===== src/rtl/wb_snoop_responder.sv =====
// Snoop responder: latches a snooped read address, borrows the cache tag/data
// read port via req/gnt, and holds ack/hit/data until the arbiter withdraws.
module wb_snoop_responder #(
  parameter int dw          = 32,
  parameter int aw          = 32,
  parameter int index_bits  = 8,
  parameter int offset_bits = 4,
  localparam int tw         = aw - index_bits - offset_bits
) (
  input  logic                   wb_clk_i,
  input  logic                   wb_rst_ni,
  input  logic [aw-1:0]          snoop_adr_i,
  input  logic                   snoop_type_i,
  input  logic                   snoop_en_i,
  output logic                   snoop_ack_o,
  output logic                   snoop_hit_o,
  output logic [dw-1:0]          snoop_dat_o,
  output logic                   snp_req_o,
  input  logic                   snp_gnt_i,
  output logic [index_bits-1:0]  snp_idx_o,
  output logic [offset_bits-3:0] snp_word_o,
  input  logic [tw-1:0]          tag_i,
  input  logic                   valid_i,
  input  logic [dw-1:0]          dat_i
);

  typedef enum logic [1:0] {
    S_IDLE,
    S_REQ,
    S_WAIT,
    S_DONE
  } state_t;

  state_t          state_q, state_d;
  logic [aw-1:0]   adr_q, adr_d;
  logic            ack_q, ack_d;
  logic            hit_q, hit_d;
  logic [dw-1:0]   dat_q, dat_d;
  logic            req_q, req_d;

  logic            adr_chg;
  logic            tag_match;

  assign adr_chg   = (snoop_adr_i != adr_q);
  assign tag_match = valid_i && (tag_i == adr_q[aw-1:aw-tw]);

  always_comb begin
    state_d = state_q;
    adr_d   = adr_q;
    ack_d   = ack_q;
    hit_d   = hit_q;
    dat_d   = dat_q;
    case (state_q)
      S_IDLE: begin
        ack_d = 1'b0;
        hit_d = 1'b0;
        dat_d = '0;
        if (snoop_type_i) begin
          adr_d = snoop_adr_i;
          if (snoop_en_i) begin
            state_d = S_REQ;
          end else begin
            // Disabled cache cannot hold the line: answer miss without a RAM read.
            state_d = S_DONE;
            ack_d   = 1'b1;
          end
        end
      end
      S_REQ: begin
        if (!snoop_type_i) begin
          state_d = S_IDLE;
        end else if (adr_chg) begin
          adr_d = snoop_adr_i;
        end else if (snp_gnt_i) begin
          state_d = S_WAIT;
        end
      end
      S_WAIT: begin
        if (!snoop_type_i) begin
          state_d = S_IDLE;
        end else if (adr_chg) begin
          // RAM data belongs to the old address; drop it and look up again.
          adr_d   = snoop_adr_i;
          state_d = S_REQ;
        end else begin
          state_d = S_DONE;
          ack_d   = 1'b1;
          hit_d   = tag_match;
          dat_d   = tag_match ? dat_i : '0;
        end
      end
      S_DONE: begin
        if (!snoop_type_i || adr_chg) begin
          ack_d   = 1'b0;
          hit_d   = 1'b0;
          dat_d   = '0;
          state_d = snoop_type_i ? S_REQ : S_IDLE;
          adr_d   = snoop_type_i ? snoop_adr_i : adr_q;
        end
      end
      default: begin
        state_d = S_IDLE;
        ack_d   = 1'b0;
        hit_d   = 1'b0;
        dat_d   = '0;
      end
    endcase
    req_d = (state_d == S_REQ);
  end

  always_ff @(posedge wb_clk_i) begin
    if (!wb_rst_ni) begin
      state_q <= S_IDLE;
      adr_q   <= '0;
      ack_q   <= 1'b0;
      hit_q   <= 1'b0;
      dat_q   <= '0;
      req_q   <= 1'b0;
    end else begin
      state_q <= state_d;
      adr_q   <= adr_d;
      ack_q   <= ack_d;
      hit_q   <= hit_d;
      dat_q   <= dat_d;
      req_q   <= req_d;
    end
  end

  assign snoop_ack_o = ack_q;
  assign snoop_hit_o = hit_q;
  assign snoop_dat_o = dat_q;
  assign snp_req_o   = req_q;
  assign snp_idx_o   = adr_q[offset_bits+index_bits-1:offset_bits];
  assign snp_word_o  = adr_q[offset_bits-1:2];

endmodule


===== config.mk =====
export PLATFORM = sky130hd
export DESIGN_NAME = wb_snoop_responder
export DESIGN_NICKNAME = d
export VERILOG_FILES = /design/src/rtl/wb_snoop_responder.sv
export SDC_FILE = /design/constraint.sdc
export NUM_CORES = 1
export LEC_CHECK = 0
export ABC_AREA = 0
export BUFFER_PORTS_ARGS = -buffer_cell sky130_fd_sc_hd__buf_2
export CAP_MARGIN = 40
export CORE_MARGIN = 4
export CORE_UTILIZATION = 52
export CTS_CLUSTER_DIAMETER = 60
export CTS_CLUSTER_SIZE = 28
export DETAILED_ROUTE_END_ITERATION = 10
export PLACE_DENSITY = 0.85
export SETUP_SLACK_MARGIN = 0.5
export SLEW_MARGIN = 0
export SYNTH_ARGS = -nofsm -noshare
export SYNTH_HDL_FRONTEND = slang
export SYNTH_SLANG_ARGS = --single-unit

===== constraint.sdc =====
create_clock -name wb_clk_i -period 4.6 [get_ports wb_clk_i]
set_input_delay 0.46 -clock wb_clk_i [delete_from_list [all_inputs] [get_ports wb_clk_i]]
set_output_delay 0.46 -clock wb_clk_i [all_outputs]
set_load 0.02 [all_outputs]

==> reports/qor.txt <==
Largest net degree at the start of global routing: 40
Synth Register Bits: 69
Asr flop ratio synth: 0%
Number of max-slew violations in the final report: 0
Synth cell count leaders: dfxtp_1 (69), xor2_1 (44), mux2i_1 (34), a22o_1 (32), nor2b_1 (32)
WL met3: 744 um
Hold wc startpoint: dat_i[1]
Max Fclk: 0.362 GHz
IO buf count: 134
Initial DRC count: 102
DR pass1 iterations: 6
Fin Setup TNS: 0 ns
CP Launch Type: register
Slew @ Worst Pin: 0.833 ns
Post-CTS Setup Inserts: 0
Skew-Pair Late Insertion Delay: 0.34 ns
Cell Int Power: 1.10 mW
Synthesized instance count: 298
Crit-path max FO: 33
Vias in the first global route: 2,731
Tightest hold margin: 0.322 ns
DP Cell Count: 486
Placeable Area: 6030 sq um
M1 WL: 3.04 mm
Nets: 516
Critical path capture point type: register
Register share of total power: 42.8%
Site Rows: 28
# clock sinks: 69
Status: finished clean
Routed Antenna Nets: 0
Yosys cell types: 35
Max-cap violations: 0
Hold Path Depth: 2
TritonCTS clock tree: done
Minimum clock period: 2.76 ns
# IOs: 135
Primary FF master, synth: dfxtp_1
CTS clk-pin slew, worst paths: 0.08 ns
Initial Utilization: 54.3%
Delay of the slowest critical-path stage: 0.68 ns
Global-route wire length before repair: 12.2 mm
Hpwl dp: 5.75 mm
Hold Buf Count CTS: 0
Most numerous cell in the Yosys netlist: dfxtp_1
N_diodes: 0
Cells on worst reg2reg path: 6
Global Route Usage Sum: 20.2%
Final Hold Violating Endpoints: 0
Clock share of power: 40.1%
Die area: 7630 sq um
Top post-synthesis cells by area: dfxtp_1 (42%), xor2_1 (12%), mux2i_1 (10%)
Final wirelength: 7.67 mm
Clk_skew: 0.0104 ns
Setup ws final: 1.84 ns
Syn Area/Cell: 11.0 sq um
Leakage: 2.07 nW
Vias per inst: 5.26
Final GP Congestion: 0.817
RSZ-0062 raised after global routing: no
Comb power frac: 17.1%
Fillcell total: 469
Max IR drop VDD: 0.214 mV
Hold crit path type: input port to register
Yosys top cell area share: 42.2%
Worst Hold End: snoop_dat_o[1]
Max-slew headroom: 44.3%
Final period util: 60.1%
Synth warnings: 0
Crit Reg-Reg Startpoint: adr_q[25]
Synthesized area: 3270 sq um
Total grt overflow: 0
DRC viols: 0
Top delay family on crit path: compound AO/OA/AOI/OAI gates
Die H: 87.3 um
CP required: 4.88 ns
Worst setup path class: register to register
CTS Buf Count: 9
Layout Area Growth over Synthesis: 26.2%
DR top layer: met4
R2r endpoint: snoop_dat_o[29]
Net Sw Frac: 27.0%
Metal2 WL: 3.72 mm
CP max stage cell: a21boi_4
Clk buf depth: 2
Chip width: 87.3 um
Post-synth top area cell: dfxtp_1
Pre-CTS setup slack: 1.63 ns
Worst path bufs/invs: 0
Syn Nets: 392
EDFF count, synth: 0
Post-synthesis sequential area ratio: 42.2%
R2r setup slk: 1.84 ns
Post-CTS resize count: 0
PwrDens: 364 nW/um^2
Critical Path, Cell by Cell: xor2_1 -> nor4_1 -> nand4_2 -> o32a_1 -> a21boi_4 -> a22o_1
Final Util: 68.6%
Arrival time worst endpoint: 3.04 ns
CTS root buffer: clkbuf_8
Drt wl/cell: 15.3 um
CTS H-tree depth: 3
Sw Pwr: 0.407 mW
Share of post-route cells with drive strength above 1: 37.7%
Via count: 2,641
Final setup viols: 0
Initial antenna violation count: 0
Final Non-Filler Cells: 502
## worst reg2reg max path, delay by kind of cell, from the launching register on
kind            cells  cell delay (ns)
compound gates      3             1.43
flops               1             0.35
simple gates        2             0.75
xor+xnor            1             0.17
## logic make-up after synthesis
kind of cell	synth area share, %
compound gates	13.2
xor+xnor	13.9
fa+ha+maj	1.53
buf+inv	6.42
flops	42.2
mux	10.4
simple gates	12.4
## routing by layer
layer  track usage, %  up-vias
met4             9.07        0
met5                0        -
met3             6.72       21
met2             34.7      108
li1                 -     1290
met1             22.5     1222
## worst max-delay path by stage
stage               startpoint         endpoint  slack [ns]  cells past startpoint
6_report             adr_q[25]  snoop_dat_o[29]        1.84                      6
4_1_cts              adr_q[18]  snoop_dat_o[29]        1.81                      6
5_1_grt              adr_q[18]   snoop_dat_o[2]        1.65                      6
2_1_floorplan  snoop_adr_i[15]  snoop_dat_o[22]        2.41                      7
3_3_place_gp    snoop_adr_i[8]        adr_q[23]        1.55                      8
3_5_place_dp   snoop_adr_i[18]  snoop_dat_o[29]        1.63                      7
## sequential cells by signal, indices dropped and copies added, names as in the netlist
name	flops
adr_q	32
snp_req_o	1
snoop_ack_o	1
snoop_dat_o	32
state_q	2
snoop_hit_o	1
## power groups by stage
stage	sequential, mW	combinational, mW	clock (mW)
after floorplan	0.659	0.185	0
after global placement	0.656	0.247	0
after detailed placement	0.658	0.253	0
after CTS	0.644	0.257	0.616
after global routing	0.648	0.281	0.638
final	0.644	0.257	0.604
## area by class of cell
type	count	area, sq um	area share, %
inverter	4	15.0	0.363
timing repair buffer	137	713	17.3
clock buffer	9	124	3.00
tap	75	93.8	2.27
clock inverter	7	123	2.97
sequential	69	1380	33.4
multi-input combinational	201	1680	40.7
## cells in the final DEF, fill, tap and decap left out, types with 2 or more instances in the layout
cell type,Yosys,layout
buf_2,0,134
dfxtp_1,69,69
xor2_1,44,44
mux2i_1,34,34
nor2b_1,32,32
a22o_1,32,32
nor4_1,10,10
clkbuf_8,0,9
xnor2_1,8,8
nand2_1,6,6
inv_1,4,4
ha_1,4,4
nor2_1,3,3
nand4_1,3,3
bufinv_16,0,3
nand4_2,2,2
o31ai_4,2,2
a21oi_1,2,2
a31oi_1,2,2
nor3_1,2,2
clkinvlp_4,0,2
## through the flow
| step | area (sq um) | power, mW |
|---|---|---|
| detailed placement | 3880 | 0.911 |
| floorplan | 3270 | 0.844 |
| global placement | 3870 | 0.903 |
| finish | 4130 | 1.51 |
| CTS | 4130 | 1.52 |
| global route | 4130 | 1.57 |
No activity file was read; power rests on OpenSTA's default activity.
